## src/rtl/srp16_stack_pkg.sv

```systemverilog
// rtl/srp16_stack_pkg.sv - shared types and default limits for the stack sequencer
package srp16_stack_pkg;

  typedef enum logic [2:0] {
    ST_IDLE     = 3'd0,
    ST_PUSH_WR  = 3'd1,
    ST_PUSH_ADJ = 3'd2,
    ST_POP_ADJ  = 3'd3,
    ST_POP_RD   = 3'd4,
    ST_POP_DONE = 3'd5
  } stack_state_t;

  localparam logic [15:0] STACK_BASE_DEFAULT  = 16'hFFFE;
  localparam logic [15:0] STACK_LIMIT_DEFAULT = 16'hF000;

endpackage

```

## src/rtl/stack_seq.sv

```systemverilog
// rtl/stack_seq.sv - push/pop sequencer driving the external sp block and a request/ack memory port
module stack_seq
  import srp16_stack_pkg::*;
#(
  parameter logic [15:0] STACK_BASE  = STACK_BASE_DEFAULT,
  parameter logic [15:0] STACK_LIMIT = STACK_LIMIT_DEFAULT
) (
  input  logic        clk,
  input  logic        reset,
  input  logic        push,
  input  logic        pop,
  input  logic [15:0] push_data,
  input  logic [15:0] sp_addr,
  output logic        sp_inc,
  output logic        sp_dec,
  output logic        sp_read_abus,
  output logic        mem_req,
  output logic        mem_we,
  output logic [15:0] mem_addr,
  output logic [15:0] mem_wdata,
  input  logic        mem_ack,
  input  logic [15:0] mem_rdata,
  output logic [15:0] pop_data,
  output logic        busy,
  output logic        done,
  output logic        overflow,
  output logic        underflow
);

  stack_state_t r_state;
  logic [15:0]  r_word;
  logic [15:0]  r_pop_data;
  logic         r_sp_inc;
  logic         r_sp_dec;
  logic         r_sp_read_abus;
  logic         r_mem_req;
  logic         r_mem_we;
  logic         r_busy;
  logic         r_done;
  logic         r_overflow;
  logic         r_underflow;

  // Strobes and flags are produced on the transition into each state, so they
  // line up exactly with r_state and never glitch.
  always_ff @(posedge clk or posedge reset) begin
    if (reset) begin
      r_state        <= ST_IDLE;
      r_word         <= 16'h0000;
      r_pop_data     <= 16'h0000;
      r_sp_inc       <= 1'b0;
      r_sp_dec       <= 1'b0;
      r_sp_read_abus <= 1'b0;
      r_mem_req      <= 1'b0;
      r_mem_we       <= 1'b0;
      r_busy         <= 1'b0;
      r_done         <= 1'b0;
      r_overflow     <= 1'b0;
      r_underflow    <= 1'b0;
    end else begin
      r_sp_inc    <= 1'b0;
      r_sp_dec    <= 1'b0;
      r_done      <= 1'b0;
      r_overflow  <= 1'b0;
      r_underflow <= 1'b0;

      case (r_state)
        ST_IDLE: begin
          if (push) begin
            if (sp_addr == STACK_LIMIT) begin
              r_overflow <= 1'b1;
            end else begin
              r_word         <= push_data;
              r_state        <= ST_PUSH_WR;
              r_mem_req      <= 1'b1;
              r_mem_we       <= 1'b1;
              r_sp_read_abus <= 1'b1;
              r_busy         <= 1'b1;
            end
          end else if (pop) begin
            if (sp_addr == STACK_BASE) begin
              r_underflow <= 1'b1;
            end else begin
              r_state  <= ST_POP_ADJ;
              r_sp_inc <= 1'b1;
              r_busy   <= 1'b1;
            end
          end
        end

        ST_PUSH_WR: begin
          if (mem_ack) begin
            r_state        <= ST_PUSH_ADJ;
            r_mem_req      <= 1'b0;
            r_mem_we       <= 1'b0;
            r_sp_read_abus <= 1'b0;
            r_sp_dec       <= 1'b1;
            r_done         <= 1'b1;
          end
        end

        ST_PUSH_ADJ: begin
          r_state <= ST_IDLE;
          r_busy  <= 1'b0;
        end

        // SP was bumped during POP_ADJ, so sp_addr already names the top word here.
        ST_POP_ADJ: begin
          r_state        <= ST_POP_RD;
          r_mem_req      <= 1'b1;
          r_mem_we       <= 1'b0;
          r_sp_read_abus <= 1'b1;
        end

        ST_POP_RD: begin
          if (mem_ack) begin
            r_pop_data     <= mem_rdata;
            r_state        <= ST_POP_DONE;
            r_mem_req      <= 1'b0;
            r_sp_read_abus <= 1'b0;
            r_done         <= 1'b1;
          end
        end

        ST_POP_DONE: begin
          r_state <= ST_IDLE;
          r_busy  <= 1'b0;
        end

        default: begin
          r_state        <= ST_IDLE;
          r_mem_req      <= 1'b0;
          r_mem_we       <= 1'b0;
          r_sp_read_abus <= 1'b0;
          r_busy         <= 1'b0;
        end
      endcase
    end
  end

  // Address follows the live SP so a freshly incremented pointer is used in POP_RD.
  assign mem_addr     = r_mem_req ? sp_addr : 16'h0000;
  assign mem_wdata    = (r_mem_req && r_mem_we) ? r_word : 16'h0000;
  assign mem_req      = r_mem_req;
  assign mem_we       = r_mem_we;
  assign sp_read_abus = r_sp_read_abus;
  assign sp_inc       = r_sp_inc;
  assign sp_dec       = r_sp_dec;
  assign pop_data     = r_pop_data;
  assign busy         = r_busy;
  assign done         = r_done;
  assign overflow     = r_overflow;
  assign underflow    = r_underflow;

endmodule

```

## config.mk

```make
export PLATFORM = sky130hd
export DESIGN_NAME = stack_seq
export DESIGN_NICKNAME = d
export VERILOG_FILES = /design/src/rtl/srp16_stack_pkg.sv /design/src/rtl/stack_seq.sv
export SDC_FILE = /design/constraint.sdc
export NUM_CORES = 1
export LEC_CHECK = 0
export CORE_ASPECT_RATIO = 0.7
export CORE_MARGIN = 4
export CORE_UTILIZATION = 40
export CTS_BUF_LIST = sky130_fd_sc_hd__clkbuf_2
export DETAILED_ROUTE_END_ITERATION = 12
export GPL_TIMING_DRIVEN = 0
export PLACE_DENSITY = 0.86
export SYNTH_ARGS = -nofsm -noshare
export SYNTH_HDL_FRONTEND = slang
export SYNTH_SLANG_ARGS = --single-unit
```

## constraint.sdc

```tcl
create_clock -name clk -period 2 [get_ports clk]
set_input_delay 0.4 -clock clk [delete_from_list [all_inputs] [get_ports clk]]
set_output_delay 0.4 -clock clk [all_outputs]
set_load 0.05 [all_outputs]
```

Word level (Yosys, flattened, before mapping)
Cells that the tools add are included.
{ "classes": {"eq_ne": 15, "mux": 32, "bitwise": 4, "n_reduce_logical": 12} }
{ "ops": {"columns": ["operator", "count"], "rows": [
  ["$eq A16 B16 Y1 const B", 2],
  ["$mux W16", 2],
  ["$mux W1", 20],
  ["$mux W3", 6],
  ["$pmux W3 S4", 1],
  ["$reduce_and A4 Y1", 3],
  ["$ne A3 B3 Y1 const B", 3],
  ["$ne A2 B2 Y1 const B", 4],
  ["$eq A3 B2 Y1 const B", 2],
  ["$eq A3 B3 Y1 const B", 2],
  ["$reduce_or A3 Y1", 2],
  ["$reduce_and A5 Y1", 1],
  ["$not A1 Y1", 4],
  ["$pmux W1 S4", 1],
  ["$reduce_or A2 Y1", 2],
  ["$eq A3 B1 Y1 const B", 1],
  ["$logic_not A3 Y1", 1],
  ["$pmux W1 S3", 1],
  ["$reduce_and A3 Y1", 1],
  ["$ne A2 B1 Y1 const B", 1],
  ["$pmux W1 S2", 1],
  ["$reduce_and A2 Y1", 1],
  ["$logic_and A1 B1 Y1", 1]
]} }
{ "word_totals": {"regBits": 43, "in_bits": 53, "output_inout_bits": 57, "wordCells": 74} }

Longest topological paths before layout
Gate-level depths: netlist of run 1.
{ "depth": {"depth_word": 5, "ltp_mapped": 6, "ltp_nobuf": 4} }

Worst setup path after synthesis of run 1
Ideal clock, no wire load.
{ "synth_timing": {"path_type": "input-to-reg", "start": "input port sp_addr[9]", "end": "register r_word[10]", "setup_time_ns": 0.125, "t_arrival_ns": 1.845, "required_ns": 1.875, "path_slack_ns": 0.030, "stages": 5, "path_buffers": 1, "cell_sequence": "or4_4 -> nor4_4 -> a21oi_2 -> buf_6 -> mux2_4"} }
{ "synth_between": {"elab_chain_len": 3} }
{ "synth_rtl": {"columns": ["item", "line_no", "source"], "rows": [
  ["start, declared", "stack_seq.sv:13", "input logic [15:0] sp_addr,"],
  ["$eq A16 B16 Y1", "stack_seq.sv:69", "if (sp_addr == STACK_LIMIT) begin"],
  ["$not A1 Y1 (no source line)", null, null],
  ["$reduce_and A3 Y1 (no source line)", null, null],
  ["end signal, assigned", "stack_seq.sv:72", "r_word <= push_data;"],
  ["end, declared", "stack_seq.sv:31", "logic [15:0] r_word;"]
]} }
Every way passes these cells.
A chain may end at the register's enable or synchronous reset.

Worst setup path after layout of run 1
{ "layout_timing": {"start": "input port sp_addr[9]", "end": "register r_state[0]"} }
{ "layout_between": {"elab_chain_len": 3, "elab_cells_between_ends": 5, "classes_between": "eq/ne (4); reduce/logical (1)"} }
{ "layout_rtl": {"columns": ["item", "line_no", "source"], "rows": [
  ["$eq A16 B16 Y1, on equally long branches", "stack_seq.sv:69, stack_seq.sv:80", null],
  ["$ne A3 B3 Y1 (no source line)", null, null],
  ["$reduce_and A5 Y1 (no source line) (*)", null, null],
  ["end signal, assigned", "stack_seq.sv:73", "r_state <= ST_PUSH_WR;"],
  ["end signal, assigned", "stack_seq.sv:83", "r_state <= ST_POP_ADJ;"],
  ["end signal, assigned", "stack_seq.sv:92", "r_state <= ST_PUSH_ADJ;"],
  ["end, declared", "stack_seq.sv:30", "stack_state_t r_state;"]
]} }
Every way passes the cells marked *; elsewhere a longest branch is shown, timed or not.

==> run summary, run 1 <==
CP Launch Type: primary input
port bufs: 109
Setup CP Type: primary input to flip-flop
n_diodes: 0
Die Y: 67.65 µm
slowest CP cell: or4_4
Slew @ Worst Pin: 0.8847 ns
WP data required: 2.30 ns
Hold WS: 0.4849 ns
total clock sinks: 43
vias in the first global route: 1871
gr usage total: 0.1859
Syn Nets: 221
first-pass GRT wire length: 9011 µm
Synth cell types: 33
layout cells sized above 1: 0.3265
Initial DRC Count: 70
die area: 0.006306 mm²
dpl cell area: 0.003211 mm²
DRC: 0
largest net degree at the start of global routing: 44
synthesized area: 0.002033 mm²
CP dominant cell by count: buf_4
First-pass DRT Iterations: 4
CP startpoint: sp_addr[9]
Multi-input gate area: 892.1 µm²
number of fill cells: 435
Post-CTS Hold Buffers: 0
clock latency on the worst-skew pair: 0.39 ns
starting density of the core: 0.4205
most frequent cells in the layout: clkdlybuf4s50_1, dfrtp_1, mux2_2
final worst-path cycle share: 0.9988
Reg-to-Reg Start: r_state[0]
Top delay family on crit path: simple AND/OR/NAND/NOR gates
power per standard cell area: 1629 mW/mm²
Clock Tree Root: clkbuf_2
worst hold path type: primary input to asynchronous set/reset pin
worst reg-to-reg path cell count: 5
total CTS buffers: 5
clock buffer depth: 2
fin crit period: 1.998 ns
Die W: 93.22 µm
Final Max Tran Viols: 0
TNS Setup: 0 ns
Cell Rows: 21
final hold violation count: 0
Post-DP HPWL: 4467 µm
Via density: 4.900
gp weighted congestion: 0.7397
most common cell after layout, fill and taps aside: clkdlybuf4s50_1
Core Util, Final: 0.6677
Setup WS pre-CTS: -0.6536 ns
antenna viol nets, final: 0
WP buf/inv: 3
Crit path arrival time: 2.29 ns
TritonCTS clock tree: done
routed len/inst: 15.73 µm
clock skew: 0.01394 ns
final setup vio count: 0
CP endpoint kind: flip-flop
Crit path largest cell delay: 0.57 ns
final WL: 5661 µm
synthesized instance count: 168
status: complete, no violations
area grow syn2layout: 58.77%
Ports: 110
PnR worst setup slack: 0.002481 ns
CTS clk-pin slew, worst paths: 0.21 ns
Core Box Area: 0.004835 mm²
f_max: 500.6 MHz
Net count, final: 343
Max rail drop VDD: 0.8670 mV
yosys warns: 0
leak pwr: 1.576 nW
FF+latch count, synth: 43
number of max-cap violations: 0
Slew HR: 0.4093
GR Overflow Total: 0
crit path max fanout: 3
CTS H-tree depth: 2
crit-path cells: clkdlybuf4s50_1 > or4_4 > nor4_4 > buf_4 > buf_4 > nand4_1 > o2111a_1
Avg Cell Area, Syn: 12.10 µm²
sequential-to-total area share from yosys stat: 0.5292
vias: 1764
Register Area: 0.001079 mm²
initial antenna violation count: 0
design area: 0.003228 mm²
number of stages on the worst setup path: 7
[final timing paths]
| path | to | slack (ns) |
|---|---|---|
| min in group clk | pop_data[0] | 0.53 |
| worst min register to register | pop_data[0] | 0.53 |
| worst max-delay path | r_state[0] | 0.002 |
| max in group asynchronous | mem_we | 0.93 |
| worst min-delay path | busy | 0.48 |
| worst max register to register | pop_data[1] | 0.13 |
[per-stage QoR]
stage               std cells  power, mW
finish                    360      5.259
global route              360      5.578
CTS                       359      5.185
detailed placement        346      5.068
global placement          346      4.973
floorplan                 168      3.875
[logic make-up after synthesis]
kind of cell	Yosys count	synth area share
flops	43	0.5292
simple gates	61	0.1834
compound gates	15	0.05539
buf+inv	16	0.03569
mux	32	0.1920
xor+xnor	1	0.004308
[layer usage]
layer	vias to the layer above	wire [µm]	GRT usage
met1	837	2366	0.2181
met2	69	2749	0.3229
met4	0	93	0.06033
met5	-	0	0
met3	11	452	0.06570
li1	847	-	-
[power breakdown]
group | total (mW) | internal [mW] | switching, mW | leakage [nW]
clock network | 0.360 | 0.0893 | 0.271 | 0.0290
logic | 3.44 | 1.22 | 2.22 | 1.02
registers | 1.46 | 1.26 | 0.194 | 0.524
[repair_timing]
action,4_1_cts,5_1_grt
resized for setup,198,34
buffers inserted,5,2
endpoints found under the setup margin,66,42
pin swaps,2,0
[Yosys cell counts]
cell type / number / share of area
a21o_1: 2 / 0.0074
a21oi_1: 2 / 0.0049
a21oi_2: 1 / 0.0043
a22oi_1: 1 / 0.0037
a311o_1: 1 / 0.0049
a31o_2: 1 / 0.0043
a31oi_1: 1 / 0.0031
and2_1: 16 / 0.049
and3_1: 18 / 0.055
buf_2: 1 / 0.0025
buf_4: 1 / 0.0037
buf_6: 1 / 0.0055
clkbuf_1: 8 / 0.015
dfrtp_1: 43 / 0.53
inv_1: 5 / 0.0092
mux2_2: 24 / 0.13
mux2_4: 8 / 0.059
nand2_1: 6 / 0.011
nand2b_1: 2 / 0.0062
nand3_1: 2 / 0.0049
nand4_1: 4 / 0.012
nor2_1: 3 / 0.0055
nor3_1: 3 / 0.0074
nor4_1: 2 / 0.0062
nor4_4: 1 / 0.010
o2111a_1: 1 / 0.0055
o21ai_0: 3 / 0.0074
o41a_1: 1 / 0.0055
o41ai_1: 1 / 0.0043
or2_2: 1 / 0.0031
or3_1: 2 / 0.0062
or4_4: 1 / 0.0055
xnor2_1: 1 / 0.0043
[sequential cells by signal (all words and copies together) (netlist names)]
signal / count
busy: 1
done: 1
mem_req: 1
mem_we: 1
overflow: 1
pop_data: 16
r_state: 3
r_word: 16
sp_dec: 1
sp_inc: 1
underflow: 1
[cell type report]
cell class,count,share of cell area
tap,69,0.02674
buffer,10,0.01977
clock inverter,2,0.003876
inverter,5,0.005814
sequential,43,0.3341
clock buffer,6,0.009302
multi-input combinational,109,0.2764
timing repair buffer,116,0.3240
(Power assumes the default switching activity.)
==> run 2, diff against run 1 <==
Settings changed: HOLD_SLACK_MARGIN set to 0.02, MAX_ROUTING_LAYER set to met4.
==> run 2 against run 1 <==
  * Critical endpoint unchanged
  * Clock power about the same
  * Clock skew down 0.0052 ns
  * First-iteration DRC count down 10%
  * Non-clock buffer count unchanged
==> run summary, run 2 (same netlist as run 1, synthesis figures left out) <==
Initial DRC Count: 63 (-10%)
crit path max fanout: 3 (unchanged)
status: complete, no violations
CP endpoint kind: flip-flop
clock network power share: 0.069 (about the same)
area grow syn2layout: 58.77% (unchanged)
CP dominant cell by count: buf_4
Final Non-Filler Cells: 360 (unchanged)
CP Launch Type: primary input
Die W: 93.22 µm (unchanged)
first-pass GRT wire length: 8997 µm (-0.16%)
switching share of total power: 0.5105 (about the same)
placed instance count: 346 (unchanged)
GR Overflow Total: 0 (unchanged)
most frequent cells in the layout: clkdlybuf4s50_1, dfrtp_1, mux2_2
Setup CP Type: primary input to flip-flop
total CTS buffers: 5 (unchanged)
Clock Tree Root: clkbuf_2
switching power: 2.688 mW (+0.20%)
worst hold path type: primary input to asynchronous set/reset pin
Setup WS pre-CTS: -0.6536 ns (unchanged)
vias in the first global route: 1872 (+0.053%)
starting density of the core: 0.4205 (unchanged)
Ports: 110 (unchanged)
layout cells sized above 1: 0.3265 (unchanged)
Flop pwr share: 0.277 (about the same)
final hold violation count: 0 (unchanged)
gp weighted congestion: 0.7489 (+1.2%)
Post-DP HPWL: 4467 µm (unchanged)
Core Box Area: 0.004835 mm² (unchanged)
die area: 0.006306 mm² (unchanged)
Core Util, Final: 0.6677 (unchanged)
TNS Setup: 0 ns (unchanged)
final WL: 5669 µm (+0.14%)
PnR worst setup slack: 0.007397 ns (+0.004917 ns)
Max rail drop VDD: 0.8672 mV (about the same)
antenna viol nets, final: 0 (unchanged)
clock buffer depth: 2 (unchanged)
Power Total: 5.265 mW (+0.10%)
Cell Rows: 21 (unchanged)
DRC: 0 (unchanged)
vias: 1759 (-0.28%)
worst reg-to-reg path cell count: 5 (unchanged)
clock skew: 0.008779 ns (-0.005163 ns)
n_diodes: 0 (unchanged)
TritonCTS clock tree: done
largest net degree at the start of global routing: 44 (unchanged)
number of max-cap violations: 0 (unchanged)
gr usage total: 0.1915 (+0.005578)
fin crit period: 1.993 ns (-0.004917 ns)
First-pass DRT Iterations: 4 (unchanged)
final worst-path cycle share: 0.9963 (-0.002458)
slowest CP cell: or4_4
crit-path cells: clkdlybuf4s50_1 > or4_4 > nor4_4 > buf_4 > buf_4 > nand4_1 > o2111a_1
CTS H-tree depth: 2 (unchanged)
initial antenna violation count: 0 (unchanged)
WP data required: 2.30 ns (about the same)
Net count, final: 343 (unchanged)
power per standard cell area: 1631 mW/mm² (+0.10%)
leak pwr: 1.576 nW (unchanged)
most common cell after layout, fill and taps aside: clkdlybuf4s50_1
Slew @ Worst Pin: 0.8829 ns (-0.001820 ns)
Crit path largest cell delay: 0.57 ns (about the same)
port bufs: 109 (unchanged)
Post-CTS Hold Buffers: 0 (unchanged)
Slew HR: 0.4106 (+0.001215)
CTS clk-pin slew, worst paths: 0.21 ns (about the same)
f_max: 501.9 MHz (+0.25%)
routed len/inst: 15.75 µm (+0.14%)
Via density: 4.886 (-0.28%)
total clock sinks: 43 (unchanged)
clock latency on the worst-skew pair: 0.39 ns (about the same)
Final Max Tran Viols: 0 (unchanged)
Die Y: 67.65 µm (unchanged)
final setup vio count: 0 (unchanged)
combinational share of power: 0.654 (about the same)
Crit path arrival time: 2.29 ns (about the same)
internal power: 2.577 mW (about the same)
==> run 2: cell counts in the layout (fill, tap and decap cells not counted) <==
Identical to the previous run, type by type.
==> run 2: power by group through the flow <==
| stage | clock, mW | combinational, mW | sequential (mW) |
|---|---|---|---|
| 3_3_place_gp | 0 | 3.50 | 1.48 |
| 3_5_place_dp | 0 | 3.55 | 1.52 |
| 2_1_floorplan | 0 | 1.70 | 2.18 |
| 4_1_cts | 0.383 | 3.32 | 1.48 |
| 6_report | 0.363 | 3.44 | 1.46 |
| 5_1_grt | 0.430 | 3.63 | 1.51 |
==> run 2: layout make-up <==
| cell class | count | area, µm² |
|---|---|---|
| Timing Repair Buffer | 116 | 1046 |
| Buffer | 10 | 63.81 |
| Clock inverter | 2 | 12.51 |
| Inverter | 5 | 18.77 |
| Multi-Input combinational cell | 109 | 892.1 |
| Fill cell | 435 | 1607 |
| Tap cell | 69 | 86.33 |
| Clock buffer | 6 | 30.03 |
| Sequential cell | 43 | 1079 |
==> run 2: metrics by stage <==
stage | hold WS (ns) | instance area, µm²
after floorplan | 0.4735 | 2033
after global placement | 0.4833 | 3211
after detailed placement | 0.4896 | 3211
after CTS | 0.4802 | 3144
after global routing | 0.4982 | 3228
final | 0.4842 | 3228
==> run 2: final timing paths <==
path / from / to / slack (ns)
max in group asynchronous: reset / mem_we / 0.93
worst max-delay path: sp_addr[9] / r_state[0] / 0.007
worst min register to register: r_word[4] / r_word[4] / 0.53
min in group clk: r_word[4] / r_word[4] / 0.53
worst min-delay path: reset / busy / 0.48
worst max register to register: r_state[1] / pop_data[1] / 0.12
==> run 2: worst max-delay path, delay by kind of cell <==
family | cells | cell delay (ns)
buffers and inverters | 3 | 0.74
AND/OR/NAND/NOR | 3 | 0.96
AO/OA/AOI/OAI | 1 | 0.20
==> run 2: routing by layer <==
layer	vias up	part of all wire	wire length (µm)	global-route usage
li1	846	-	-	-
met4	0	0.016	93	0.06033
met3	11	0.063	359	0.05234
met2	65	0.49	2761	0.3229
met1	837	0.43	2454	0.2264
met5	-	0	0	-
==> run 2: repair_timing <==
action | CTS | global route
pin swaps | 2 | 0
endpoints found under the setup margin | 66 | 42
gates resized for setup | 198 | 34
setup buffers | 5 | 2
==> run 3, diff against run 2 <==
Settings changed: CORE_MARGIN 4 to 5.
==> run 3 against run 2 <==
  * Design area down 1.6%
  * Via count up 0.97%
  * Hold slack better by 0.0051 ns
  * Register-to-register slack better by 0.03 ns
  * Maximum frequency up 0.53%
  * Combinational power down 1%
  * First-iteration DRC count up 41%
  * Non-clock buffer count up 1
  * Critical path type unchanged
==> run summary, run 3 (same netlist as run 1, synthesis figures left out) <==
status: complete, no violations
largest net degree at the start of global routing: 44 (unchanged)
total CTS buffers: 5 (unchanged)
starting density of the core: 0.4183 (-0.002273)
CP Launch Type: primary input
most common cell after layout, fill and taps aside: clkdlybuf4s50_1
Post-DP HPWL: 4493 µm (+0.59%)
vias: 1776 (+0.97%)
DRC: 0 (unchanged)
n_diodes: 0 (unchanged)
f_max: 504.5 MHz (+0.53%)
Slew @ Worst Pin: 0.8709 ns (-0.01202 ns)
CP endpoint kind: flip-flop
leak pwr: 1.629 nW (+3.4%)
Via density: 4.920 (+0.69%)
worst reg-to-reg path cell count: 5 (unchanged)
Reg2Reg Setup Slack: 0.15 ns (+0.03 ns)
Setup WS pre-CTS: -0.6522 ns (+0.001408 ns)
most frequent cells in the layout: clkdlybuf4s50_1, dfrtp_1, buf_2
port bufs: 109 (unchanged)
Slew HR: 0.4186 (+0.008027)
WP data required: 2.28 ns (-0.02 ns)
Final Max Tran Viols: 0 (unchanged)
design area: 0.003176 mm² (-1.6%)
die area: 0.006632 mm² (+5.2%)
layout cells sized above 1: 0.3253 (-0.001118)
Top delay family on crit path: simple AND/OR/NAND/NOR gates
total clock sinks: 43 (unchanged)
area grow syn2layout: 56.18%
CTS H-tree depth: 2 (unchanged)
Ports: 110 (unchanged)
Hold WS: 0.4893 ns (+0.005101 ns)
Clock Tree Root: clkbuf_2
First-pass DRT Iterations: 4 (unchanged)
routed len/inst: 16.32 µm (+3.6%)
vias in the first global route: 1906 (+1.8%)
worst hold path type: primary input to asynchronous set/reset pin
RSZ-0062 raised after global routing: no
CTS clk-pin slew, worst paths: 0.21 ns (about the same)
Cell Rows: 21 (unchanged)
final WL: 5890 µm (+3.9%)
Setup CP Type: primary input to flip-flop
clock skew: 0.01228 ns (+0.003497 ns)
Net count, final: 344 (+0.29%)
slowest CP cell: or4_4
crit-path cells: clkdlybuf4s50_1 > or4_4 > nor4_4 > a21oi_4 > buf_8 > mux2_4
reg2reg end: pop_data[2]
final setup vio count: 0 (unchanged)
final worst-path cycle share: 0.9910 (-0.005267)
crit path max fanout: 10 (+7)
Crit path largest cell delay: 0.56 ns (about the same)
clock buffer depth: 2 (unchanged)
Die W: 95.22 µm (+2.1%)
Power Total: 5.207 mW (-1.1%)
Max rail drop VDD: 0.8874 mV (+2.3%)
Core Box Area: 0.004861 mm² (+0.54%)
Core Util, Final: 0.6533 (-0.01442)
TritonCTS clock tree: done
final hold violation count: 0 (unchanged)
number of max-cap violations: 0 (unchanged)
GR Overflow Total: 0 (unchanged)
number of fill cells: 415 (-4.6%)
dpl cell area: 0.003211 mm² (unchanged)
clock latency on the worst-skew pair: 0.38 ns (about the same)
Post-CTS Hold Buffers: 0 (unchanged)
gr usage total: 0.1819 (-0.009555)
WP buf/inv: 2 (-1)
first-pass GRT wire length: 9328 µm (+3.7%)
gp weighted congestion: 0.8318 (+11%)
Reg-to-Reg Start: r_state[1]
fin crit period: 1.982 ns (-0.01053 ns)
Crit path arrival time: 2.27 ns (-0.02 ns)
Die Y: 69.65 µm (+3.0%)
antenna viol nets, final: 0 (unchanged)
power per standard cell area: 1640 mW/mm² (+0.55%)
initial antenna violation count: 0 (unchanged)
PnR worst setup slack: 0.01793 ns (+0.01053 ns)
Initial DRC Count: 89 (+41%)
[run 3: worst max-delay path by stage]
stage	startpoint	end	slack [ns]	cells after the start
after global placement	sp_addr[9]	r_word[13]	-0.61	6
after floorplan	sp_addr[9]	r_word[10]	0.03	5
after detailed placement	sp_addr[9]	r_word[11]	-0.65	6
final	sp_addr[9]	r_word[10]	0.02	6
after global routing	sp_addr[9]	r_word[10]	0.0008	6
after CTS	pop_data[3]	pop_data[3]	0.0002	1
[run 3: where the power goes]
| part | internal (mW) | total [mW] | switching (mW) |
|---|---|---|---|
| logic | 1.18 | 3.39 | 2.21 |
| registers | 1.26 | 1.47 | 0.202 |
| clock network | 0.0845 | 0.352 | 0.267 |
[run 3: metrics by stage]
stage	setup TNS [ns]	instances
after floorplan	0	168
after detailed placement	-20.36	346
after global placement	-30.27	346
after global routing	0	361
after CTS	0	358
final	0	361
[run 3: timing repair]
| action | in CTS | in global routing |
|---|---|---|
| buffers inserted | 5 | 3 |
| cloned | 0 | 0 |
| pin swaps | 2 | 0 |
| setup endpoints to repair | 76 | 47 |
| gates resized for setup | 167 | 34 |
[run 3: layout make-up]
cell class	count	area (µm²)	share of cell area
well taps	69	86.33	0.02719
inverters	5	18.77	0.005910
clock inverters	2	7.507	0.002364
flip-flops and latches	43	1079	0.3396
multi-input cells	109	893.4	0.2813
plain buffers	10	58.81	0.01852
repair buffers	117	1002	0.3156
clock buffers	6	30.03	0.009456
[run 3: worst reg2reg max path: stages (launching register included)]
cell and delay [ns]:
dfrtp_1 0.40, clkbuf_1 0.20, nor2_1 0.19, and3_2 0.31
buf_2 0.28, mux2_2 0.37
[run 3: metal layers]
metal	up-vias	wire, µm	GRT usage
met5	-	0	-
met3	6	416	0.04013
li1	845	-	-
met1	855	2608	0.2329
met4	0	50	0.03520
met2	70	2815	0.2964
